## src/rtl/wisc_pkg.sv

```systemverilog
// Shared definitions for the WISC fetch front end.
// Holds the HLT opcode, PC step and fetch state encoding.
package wisc_pkg;

    localparam logic [3:0] OP_HLT = 4'hF;
    localparam int         PC_INC = 2;

    typedef enum logic [1:0] {
        FETCH,
        WAIT,
        DROP,
        HALT
    } fetch_state_t;

    function automatic logic is_hlt(input logic [3:0] op);
        return op == OP_HLT;
    endfunction

endpackage

```

## src/rtl/fetch_queue.sv

```systemverilog
// Circular FIFO of {pc, inst} pairs between fetch and decode.
// A flush empties it in one edge and wins over push/pop.
module fetch_queue
    import wisc_pkg::*;
#(
    parameter int WIDTH = 16,
    parameter int DEPTH = 4
) (
    input  logic             clk,
    input  logic             rst_n,
    input  logic             push,
    input  logic             pop,
    input  logic             flush,
    input  logic [WIDTH-1:0] push_pc,
    input  logic [WIDTH-1:0] push_inst,
    output logic             full,
    output logic             empty,
    output logic [WIDTH-1:0] head_pc,
    output logic [WIDTH-1:0] head_inst
);

    localparam int AW = $clog2(DEPTH);
    localparam int CW = AW + 1;

    logic [WIDTH-1:0] pc_mem   [DEPTH];
    logic [WIDTH-1:0] inst_mem [DEPTH];
    logic [AW-1:0]    wr_ptr;
    logic [AW-1:0]    rd_ptr;
    logic [CW-1:0]    count;
    logic             do_push;
    logic             do_pop;

    assign full      = (count == CW'(DEPTH));
    assign empty     = (count == '0);
    assign do_push   = push & ~full;
    assign do_pop    = pop & ~empty;
    assign head_pc   = pc_mem[rd_ptr];
    assign head_inst = inst_mem[rd_ptr];

    // Storage, pointers and occupancy; pointers wrap naturally at DEPTH.
    always_ff @(posedge clk or negedge rst_n) begin
        if (!rst_n) begin
            for (int i = 0; i < DEPTH; i++) begin
                pc_mem[i]   <= '0;
                inst_mem[i] <= '0;
            end
            wr_ptr <= '0;
            rd_ptr <= '0;
            count  <= '0;
        end else if (flush) begin
            wr_ptr <= '0;
            rd_ptr <= '0;
            count  <= '0;
        end else begin
            if (do_push) begin
                pc_mem[wr_ptr]   <= push_pc;
                inst_mem[wr_ptr] <= push_inst;
                wr_ptr           <= wr_ptr + AW'(1);
            end
            if (do_pop) begin
                rd_ptr <= rd_ptr + AW'(1);
            end
            case ({do_push, do_pop})
                2'b10:   count <= count + CW'(1);
                2'b01:   count <= count - CW'(1);
                default: count <= count;
            endcase
        end
    end

endmodule

```

## src/rtl/fetch_unit.sv

```systemverilog
// Decoupled instruction fetch: one outstanding memory request,
// queued results, branch redirect flush and stop on HLT.
module fetch_unit
    import wisc_pkg::*;
#(
    parameter int               WIDTH    = 16,
    parameter int               DEPTH    = 4,
    parameter logic [WIDTH-1:0] RESET_PC = 16'h0000
) (
    input  logic             clk,
    input  logic             rst_n,
    output logic             imem_req,
    output logic [WIDTH-1:0] imem_addr,
    input  logic [WIDTH-1:0] imem_rdata,
    input  logic             imem_valid,
    input  logic             redirect,
    input  logic [WIDTH-1:0] redirect_pc,
    input  logic             stall,
    output logic [WIDTH-1:0] inst,
    output logic [WIDTH-1:0] inst_pc,
    output logic             inst_valid,
    output logic             hlt
);

    fetch_state_t     state;
    fetch_state_t     next_state;
    logic [WIDTH-1:0] fetch_pc;
    logic             q_push;
    logic             q_pop;
    logic             q_full;
    logic             q_empty;
    logic             rdata_hlt;

    fetch_queue #(
        .WIDTH(WIDTH),
        .DEPTH(DEPTH)
    ) u_queue (
        .clk      (clk),
        .rst_n    (rst_n),
        .push     (q_push),
        .pop      (q_pop),
        .flush    (redirect),
        .push_pc  (fetch_pc),
        .push_inst(imem_rdata),
        .full     (q_full),
        .empty    (q_empty),
        .head_pc  (inst_pc),
        .head_inst(inst)
    );

    assign rdata_hlt  = is_hlt(imem_rdata[WIDTH-1 -: 4]);
    assign imem_addr  = fetch_pc;
    assign imem_req   = rst_n & (state == FETCH) & ~redirect & ~q_full;
    assign q_push     = (state == WAIT) & imem_valid & ~redirect;
    assign inst_valid = ~q_empty & ~redirect;
    assign hlt        = inst_valid & is_hlt(inst[WIDTH-1 -: 4]);
    assign q_pop      = inst_valid & ~stall & ~hlt;

    // State register.
    always_ff @(posedge clk or negedge rst_n) begin
        if (!rst_n) begin
            state <= FETCH;
        end else begin
            state <= next_state;
        end
    end

    // Next-state logic; a response during DROP belongs to a cancelled path.
    always_comb begin
        next_state = state;
        unique case (state)
            FETCH: begin
                if (imem_req) begin
                    next_state = WAIT;
                end
            end
            WAIT: begin
                if (redirect) begin
                    next_state = imem_valid ? FETCH : DROP;
                end else if (imem_valid) begin
                    next_state = rdata_hlt ? HALT : FETCH;
                end
            end
            DROP: begin
                if (imem_valid) begin
                    next_state = FETCH;
                end
            end
            HALT: begin
                if (redirect) begin
                    next_state = FETCH;
                end
            end
            default: next_state = FETCH;
        endcase
    end

    // Fetch address: redirect wins, otherwise step past each accepted word.
    always_ff @(posedge clk or negedge rst_n) begin
        if (!rst_n) begin
            fetch_pc <= RESET_PC;
        end else if (redirect) begin
            fetch_pc <= redirect_pc;
        end else if (q_push) begin
            fetch_pc <= fetch_pc + WIDTH'(PC_INC);
        end
    end

endmodule

```

## config.mk

```make
export PLATFORM = sky130hd
export DESIGN_NAME = fetch_unit
export DESIGN_NICKNAME = d
export VERILOG_FILES = /design/src/rtl/wisc_pkg.sv /design/src/rtl/fetch_queue.sv /design/src/rtl/fetch_unit.sv
export SDC_FILE = /design/constraint.sdc
export NUM_CORES = 1
export LEC_CHECK = 0
export CAP_MARGIN = 20
export CORE_UTILIZATION = 40
export CTS_BUF_LIST = sky130_fd_sc_hd__clkbuf_8
export DETAILED_ROUTE_END_ITERATION = 8
export SLEW_MARGIN = 0
export SYNTH_ARGS = -nofsm -noshare
export SYNTH_HDL_FRONTEND = slang
export SYNTH_SLANG_ARGS = --single-unit
```

## constraint.sdc

```tcl
create_clock -name clk -period 3.16 [get_ports clk]
set_input_delay 0.632 -clock clk [delete_from_list [all_inputs] [get_ports clk]]
set_output_delay 0.632 -clock clk [all_outputs]
set_load 0.1 [all_outputs]
```

==> load_flow_metrics.sql <==
INSERT INTO impl_metrics (metric_group, metric, value, unit) VALUES
('yosys', 'syn-num-nets', '514', ''),
('worst_setup_path', 'worst_path_largest_cell_delay', '590', 'ps'),
('place', 'placement.cell_area', '8080', 'um2'),
('worst_setup_path', 'path_max_fanout', '27', ''),
('yosys', 'synth_enable_flop_cells', '0', ''),
('floorplan', 'design.core.area', '16800', 'um2'),
('grt', 'grt_pass1_vias', '4534', ''),
('place', 'post-dp-hpwl', '9660', 'um'),
('power', 'power.static_leakage', '3.84', 'nW'),
('route', 'drt_first_pass_iters', '4', ''),
('worst_setup_path', 'startpoint_type', 'flop', ''),
('worst_setup_path', 'worstPathArrival', '2260', 'ps'),
('sta', 'number_of_hold_violations_in_the_final_report', '0', ''),
('cts', 'cts_tree', 'done', ''),
('yosys', 'synthDistinctLibCells', '43', ''),
('worst_setup_path', 'worstPathRequired', '2530', 'ps'),
('floorplan', 'rows', '47', ''),
('cts', 'cts_max_level', '4', ''),
('cts', 'cts.reportedPaths.clkPinSlew', '80', 'ps'),
('yosys', 'ys_ff_latch', '153', ''),
('place', 'dpl_worst_slack', '146', 'ps'),
('finish', 'diodes_inserted', '0', ''),
('floorplan', 'initial_core_util', '41.5', '%'),
('route', 'drcViolationCount', '0', ''),
('cts', 'buffer_type_at_the_clock_tree_root', 'clkbuf_8', ''),
('yosys', 'dominantRegCellSynth', 'dfrtp_1', ''),
('floorplan', 'floorplan.die_area', '17900', 'um2'),
('finish', 'finalInstanceArea', '8480', 'um2'),
('finish', 'finalNetCount', '604', ''),
('floorplan', 'die_height', '134', 'um'),
('outcome', 'status', 'finished clean', ''),
('cts', 'clock_path_buffers', '2', ''),
('yosys', 'syn-instance-count', '471', ''),
('worst_setup_path', 'cp_slowest_cell', 'mux4_2', ''),
('yosys', 'synth-warning-count', '0', ''),
('grt', 'gr_util_all_layers', '18.3', '%'),
('power', 'total_power_divided_by_cell_area', '841', 'nW/um2'),
('floorplan', 'floorplan.die.width', '134', 'um'),
('cts', 'number_of_buffers_inserted_during_clock_tree_synthesis', '17', ''),
('yosys', 'async_flop_share', '100', '%'),
('route', 'detail_route.wirelength', '15000', 'um'),
('route', 'violation_count_after_the_first_detailed_routing_iteration', '219', ''),
('yosys', 'synth_sequential_area_ratio', '55.1', '%'),
('place', 'routabilityCongestion', '0.763', ''),
('sta', 'period_minus_slack', '2890', 'ps'),
('sta', 'relSlewSlack', '45.6', '%'),
('grt', 'grt-ovfl-total', '0', ''),
('sta', 'timing.final.setup_violations', '0', ''),
('sta', 'layout_setup_ws', '269', 'ps'),
('job', 'max_cap_viol_count', '0', ''),
('grt', 'number_of_antenna_violations_at_the_first_check_in_global_routing', '0', ''),
('sta', 'timing.final.max_slew_violations', '0', ''),
('finish', 'areaGrowthSynthToFinish', '22.0', '%'),
('cts', 'cts_repair_resize_count', '0', ''),
('floorplan', 'num_io_pins', '88', ''),
('finish', 'multi_input_comb_area', '2980', 'um2'),
('grt', 'grt_max_degree', '154', ''),
('yosys', 'syn-cell-area', '6950', 'um2'),
('finish', 'fraction_of_final_layout_cells_sized_beyond_drive_strength_1', '46.1', '%'),
('worst_setup_path', 'endpoint_kind', 'primary output', ''),
('power', 'vdd_ir_drop_max', '0.568', 'mV'),
('cts', 'cts_setup_buffers', '0', ''),
('cts', 'worst_skew_pair.late_latency', '440', 'ps'),
('sta', 'layout_worst_path_cycle_share', '91.5', '%'),
('place', 'buffer_ports.inserted', '87', ''),
('sta', 'grt_setup_unrepaired', 'no', ''),
('sta', 'worst_slew_pin_slew', '816', 'ps'),
('route', 'routedWlPerCell', '19.0', 'um'),
('finish', 'most-common-layout-cells', '151 x dfrtp_1, 121 x mux2_2, 56 x buf_4', ''),
('route', 'drt-vias-per-instance', '5.30', ''),
('worst_setup_path', 'crit_path_cell_trace', 'buf_6 -> mux4_2 -> buf_4', '');
-- power breakdown --
part	switching (W)	internal, W	leakage (nW)	total, W
Combinational	0.00218	0.000892	1.60	0.00308
Sequential	0.000233	0.00233	2.03	0.00256
Clock	0.000706	0.000794	0.207	0.00150
-- per-layer routing --
layer  track usage [%]  part of all wire, %  vias to the layer above
li1                  -                    -                     1892
met1              23.7                   43                     2246
met2              31.0                   53                       60
met3              3.74                  2.7                        8
met4              5.68                 0.97                        0
met5                 0                    0                        -
-- flip-flops by register name (all words and copies together), names as in the netlist --
register	count
u_queue.inst_mem	64
state	2
u_queue.wr_ptr	2
u_queue.pc_mem	64
u_queue.count	3
imem_addr	16
u_queue.rd_ptr	2
-- final cells by class --
type	instances	share of cell area, %
Tap cell	220	3.25
Timing Repair Buffer	102	11.5
Clock buffer	22	3.57
Inverter	6	0.266
Multi-Input combinational cell	281	35.1
Sequential cell	153	45.2
Clock inverter	9	1.17
-- cell families after synthesis --
kind of cell / Yosys count / share of synthesized area, %
compound gates: 27 / 2.21
xor+xnor: 16 / 2.21
fa+ha+maj: 6 / 1.19
buf+inv: 37 / 2.34
flops: 153 / 55.1
mux: 163 / 31.5
simple gates: 69 / 5.43
-- through the flow --
step                      total power [W]  std cells  util [%]  hold slack [ps]
after floorplan                   0.00501        471         -              336
after global placement            0.00564        762      48.2              464
after detailed placement          0.00570        762      48.2              472
after CTS                         0.00721        793      50.6              360
after global routing              0.00743        793      50.6              370
final                             0.00714        793      50.6              335
-- cell usage after synthesis, drive strengths merged (2+ instances only) --
library cell  count  share of area [%]
dfrtp           153                 55
mux2            129                 21
mux4             32                 10
nand2            21                1.1
o21ai            18                1.3
buf              17                1.3
clkbuf           14               0.76
xor2              8                1.0
nand3             7               0.50
nor3              7               0.58
xnor2             7               0.88
and2              5               0.45
ha                5               0.90
inv               5               0.27
nor2              5               0.31
nand2b            4               0.36
a21oi             3               0.22
and3              3               0.27
nand4             3               0.27
or3               3               0.27
and4              2               0.29
mux2i             2               0.29
nor3b             2               0.22
o2111ai           2               0.25
or2               2               0.18
-- path summary, 6_finish.rpt --
kind / slack [ps] / startpoint / to / cells past startpoint
setup / recovery: 270 / u_queue.rd_ptr[0] / inst_pc[5] / 3
hold / removal: 330 / rst_n / u_queue.pc_mem[3] / 2
setup reg to reg: 460 / u_queue.rd_ptr[0] / u_queue.count[2] / 7
hold reg to reg: 490 / u_queue.inst_mem[0] / u_queue.inst_mem[0] / 1
max in group asynchronous: 2210 / rst_n / u_queue.rd_ptr[1] / 2
min in group clk: 490 / u_queue.inst_mem[0] / u_queue.inst_mem[0] / 1
Power figures use the tool's default switching activity.
